==> src/rtl/star_data_server.sv <==
// Input-side data responder for the STAR softmax core: preload DEPTH bytes over a
// valid/ready port, then answer one-cycle-latency read requests until finish.
module star_data_server #(
   parameter int DEPTH = 256,
   parameter int AW    = 9,
   parameter int DW    = 8
) (
   input  logic          clk,
   input  logic          reset,
   input  logic          load_valid,
   input  logic [DW-1:0] load_data,
   output logic          load_ready,
   output logic          load_done,
   input  logic          data_req,
   input  logic [AW-1:0] data_addr,
   output logic [DW-1:0] data,
   output logic          data_valid,
   input  logic          finish,
   output logic          addr_err,
   output logic [15:0]   req_count
);

   localparam int IW = $clog2(DEPTH);
   localparam logic [AW-1:0] LAST_PTR = AW'(DEPTH - 1);

   typedef enum logic [1:0] {
      LOAD  = 2'd0,
      SERVE = 2'd1,
      DONE  = 2'd2
   } state_t;

   state_t        state_q, state_d;
   logic [AW-1:0] wr_ptr_q, wr_ptr_d;
   logic [DW-1:0] data_q, data_d;
   logic          data_valid_q, data_valid_d;
   logic          addr_err_q, addr_err_d;
   logic [15:0]   req_count_q, req_count_d;
   logic          mem_we_s;
   logic          in_range_s;
   logic [DW-1:0] mem_q [DEPTH];

   // DEPTH is a power of two, so in-range means all bits above the index are zero
   assign in_range_s = (data_addr[AW-1:IW] == {(AW-IW){1'b0}});

   // Next-state, write-enable and response computation
   always_comb begin
      state_d      = state_q;
      wr_ptr_d     = wr_ptr_q;
      data_d       = {DW{1'b0}};
      data_valid_d = 1'b0;
      addr_err_d   = addr_err_q;
      req_count_d  = req_count_q;
      mem_we_s     = 1'b0;
      case (state_q)
         LOAD: begin
            if (load_valid) begin
               mem_we_s = 1'b1;
               wr_ptr_d = wr_ptr_q + {{(AW-1){1'b0}}, 1'b1};
               if (wr_ptr_q == LAST_PTR) begin
                  state_d = SERVE;
               end else begin
                  state_d = LOAD;
               end
            end else begin
               mem_we_s = 1'b0;
            end
         end
         SERVE: begin
            if (data_req) begin
               data_valid_d = 1'b1;
               if (in_range_s) begin
                  data_d = mem_q[data_addr[IW-1:0]];
               end else begin
                  data_d     = {DW{1'b0}};
                  addr_err_d = 1'b1;
               end
               if (req_count_q != 16'hFFFF) begin
                  req_count_d = req_count_q + 16'd1;
               end else begin
                  req_count_d = req_count_q;
               end
            end else begin
               data_valid_d = 1'b0;
            end
            // A request coinciding with finish is still answered above
            if (finish) begin
               state_d = DONE;
            end else begin
               state_d = SERVE;
            end
         end
         DONE: begin
            state_d = DONE;
         end
         default: begin
            state_d = LOAD;
         end
      endcase
   end

   // State and output registers with synchronous active-low reset
   always_ff @(posedge clk) begin
      if (!reset) begin
         state_q      <= LOAD;
         wr_ptr_q     <= {AW{1'b0}};
         data_q       <= {DW{1'b0}};
         data_valid_q <= 1'b0;
         addr_err_q   <= 1'b0;
         req_count_q  <= 16'd0;
      end else begin
         state_q      <= state_d;
         wr_ptr_q     <= wr_ptr_d;
         data_q       <= data_d;
         data_valid_q <= data_valid_d;
         addr_err_q   <= addr_err_d;
         req_count_q  <= req_count_d;
      end
   end

   // Byte storage; deliberately not cleared by reset
   always_ff @(posedge clk) begin
      if (mem_we_s) begin
         mem_q[wr_ptr_q[IW-1:0]] <= load_data;
      end
   end

   assign load_ready = (state_q == LOAD);
   assign load_done  = (state_q != LOAD);
   assign data       = data_q;
   assign data_valid = data_valid_q;
   assign addr_err   = addr_err_q;
   assign req_count  = req_count_q;

endmodule

==> config.mk <==
export PLATFORM = sky130hd
export DESIGN_NAME = star_data_server
export DESIGN_NICKNAME = d
export VERILOG_FILES = /design/src/rtl/star_data_server.sv
export SDC_FILE = /design/constraint.sdc
export NUM_CORES = 2
export LEC_CHECK = 0
export ABC_AREA = 1
export ABC_CLOCK_PERIOD_IN_PS = 5180
export CAP_MARGIN = 5
export CORE_UTILIZATION = 25
export DETAILED_ROUTE_END_ITERATION = 8
export DONT_BUFFER_PORTS = 1
export SLEW_MARGIN = 10
export SYNTH_ARGS = -nofsm -noshare
export SYNTH_HDL_FRONTEND = slang
export SYNTH_SLANG_ARGS = --single-unit
==> constraint.sdc <==
create_clock -name clk -period 5.18 [get_ports clk]
set_input_delay 1.036 -clock clk [delete_from_list [all_inputs] [get_ports clk]]
set_output_delay 1.036 -clock clk [all_outputs]
set_load 0.05 [all_outputs]
==> impl_results.md <==
* Status: finished with violations
* Violated checks: slew limit
* Die extent in y at approximately 580 µm
* Final instance area at 95400 µm²
* Post-DP Area at 88700 µm²
* IO buf count at 0
* H-Tree Depth at 4
* CP delay by family, top: buffers and inverters
* Hold_buf cts at 0
* Final Worst Setup Slack at 462 ps
* CP max FO at 284
* Synthesis-stage register bit count at 2085
* Hold Vio Cnt, Final at 0
* CP Cell Sequence: buf_16, buf_16, buf_16, nand2_1, nand3_1, nand3_1, nand3_1, nand3_1, nand3_1, nand2_1, nor2_1, nor2_1, nor2_1
* Period utilisation layout at 91.1%
* Drt drc at 0
* Cell-internal power at roughly 27000 µW
* Pwr Density at 364 nW/µm²
* Initial core utilization at between 20 and 30%
* Clock Tree Buf Depth at 3
* Wire length of the first global-routing pass at 343 mm
* Congestion Overflow GR at 0
* Vias in the first global route at 52700
* Routed WL per cell at 19.9 µm
* Hold WC Path Type: in -> reg
* CTS tree: yes
* Crit-path slowest cell: buf_16
* Worst Path Required at 5940 ps
* Total global routing track utilization at between 10% and 20%
* Max-slew headroom at -0.415%
* Maximum VDD drop at around 0.00027 V
* Clock Pin Slew Worst Setup and Hold Paths at approximately 60 ps
* Post-Route Setup TNS at 0 ps
* Nets at 6986
* Via Count at around 55000
* Starting DRT DRC Count at ~6500
* Clk pwr share at 42.3%
* Worst slack, placed at 992 ps
* Max Slew Vio Count at 22
* Detailed Routing Iterations Pass 1 at 6
* Critical path class: in -> reg
* Total wire length at 232 mm
* Core footprint at 337000 µm²
* Clock latency on the worst-skew pair at 840 ps
* Setup-failing EPs final at 0
* Startpoint types: input pin
* Sequential power share at 53.4%
* I/O pin count at 50
* PostCTS Resize Cnt at 0
* # Post-CTS Setup Buffers at 0
* Largest net degree at the start of global routing at 1026
* Die area at 340000 µm²
* Final min period at 4720 ps
* Mapped Area at 84500 µm²
* Worst Clk Skew at 36.7 ps
* Arr. time, crit path at approximately 5500 ps
* DP HPWL at between 100 and 150 mm
* Die X at roughly 580 µm
* Final ANT Viol Nets at 0
* Sum of buffers and inverters on the critical path at 3
* Vias per cell at around 4.7
* RSZ-0062 raised after global routing: false
* Synth cell types at 25
* GPL Wtd Cong at 0.822
* Crit path largest cell delay at ~700 ps
* Slew @ Worst Pin at approximately 1500 ps
* Synth Net Count at approximately 7200
* CTS Sinks at between 2000 and 2500
* Area Overhead vs Synth at 12.9%
* Reg2reg setup slack at 1310 ps
* Sw Ratio at a little over a fifth
* Max-Cap Viols at 0
* Initial antenna violation count at 2
* # diodes at 0
* Post-Synthesis Cells at 7154
* Synth Warn # at 0
* P_sw at around 7400 µW
* Cell mode on critical path: nand3_1
* Crit end category: flop
* Register area share after synthesis at 73.6%
* FMAX at 212 MHz
* Total CTS buffers at 209
* Root buffer cell: clkbuf_16
* Layout cells sized above 1 at 5.33%
* Synth Area per Inst at approximately 12 µm²
* Logic pwr share at 4.3%
* P_leak at 0.0317 µW
* Row count at around 210
[cells by family (layout without fill, tap and decap cells)]
logic type      Yosys count  count (layout)  share of synthesized area (%)
simple gates           4420            4420                           22.5
flops                  2085            2085                           73.6
buf+inv                 535             511                           3.08
compound gates          108             108                          0.681
fa+ha+maj                 6               6                         0.0888
[cell usage after synthesis, drive strengths merged]
cell type  instances  area, µm²
buf              367       1970
nor3b              1       7.51
dfxtp             37        741
a21oi             35        175
nand3           1941       9710
a31oi              2       12.5
or2                1       6.26
edfxtp          2048      61500
a211oi             3       22.5
nand4              4       25.0
nor2             366       1370
nor3               8       40.0
o21ai             50        250
ha                 6       75.1
clkbuf           119        447
o22ai             16        100
nand2           2099       7880
o21a               2       15.0
inv               49        186
[metal layers]
layer	global-route usage (%)	up-vias	share of wire, %
met2	21.8	2354	48
met5	0	-	0.021
li1	-	25000	-
met4	4.63	8	3.4
met1	17.5	27100	41
met3	2.04	392	7.6
[registers in the layout, summed over array words and instances (netlist names)]
register	cells
addr_err	1
wr_ptr_q	9
state_q	2
data_valid	1
req_count	16
data	8
mem_q	2048
[area by class of cell]
cell class | instances | area (µm²)
Sequential cell | 2085 | 62200
Inverter | 49 | 218
Fill cell | 34000 | 241000
Clock buffer | 277 | 5570
Multi-Input combinational cell | 4534 | 19800
Timing Repair Buffer | 79 | 948
Clock inverter | 106 | 1050
Tap cell | 4515 | 5650
[per-stage QoR]
stage	util, %	total power [µW]	hold slack (ps)	std cells
after floorplan	-	20000	481	7154
after global placement	26.4	20200	499	11300
after detailed placement	26.4	20200	507	11300
after CTS	28.3	34800	279	11600
after global routing	28.4	35600	298	11600
final	28.4	34700	333	11600
[power groups by stage]
stage | clock network, µW | registers [µW] | logic, µW
6_report | 14700 | 18500 | 1500
5_1_grt | 15500 | 18500 | 1620
2_1_floorplan | 0 | 18900 | 1110
3_3_place_gp | 0 | 18900 | 1340
4_1_cts | 14900 | 18500 | 1350
3_5_place_dp | 0 | 18900 | 1340
[worst paths after layout]
path                                          startpoint                        to  cells after the start
worst max register to register   state_q[1]$_SDFFE_PN0P_   mem_q[209][2]$_DFFE_PP_                      8
worst min register to register  wr_ptr_q[5]$_SDFFE_PN0P_  wr_ptr_q[5]$_SDFFE_PN0P_                      2
worst max-delay path                        data_addr[0]        data[0]$_SDFF_PP0_                     13
worst min-delay path                               reset   state_q[1]$_SDFFE_PN0P_                      2
[cells in the final DEF (no fill, tap or decap), types with 4 or more instances in the layout]
cell type / Yosys / layout
nor2_1: 366 / 366
nand2_2: 0 / 7
buf_16: 0 / 4
nand2_1: 2099 / 2092
clkinv_1: 0 / 43
clkbuf_1: 119 / 62
nand3_2: 0 / 8
dfxtp_1: 37 / 37
ha_1: 6 / 6
nand4_1: 4 / 4
o22ai_1: 16 / 16
clkbuf_8: 0 / 4
clkinv_2: 0 / 30
clkinv_16: 0 / 4
clkbuf_16: 0 / 211
o21ai_0: 50 / 50
buf_4: 71 / 53
inv_1: 46 / 43
edfxtp_1: 2048 / 2048
nor3_1: 8 / 7
buf_12: 0 / 22
nand3_1: 1941 / 1933
a21oi_1: 35 / 35
bufinv_16: 0 / 15
inv_6: 0 / 7
Power figures use the tool's default switching activity.
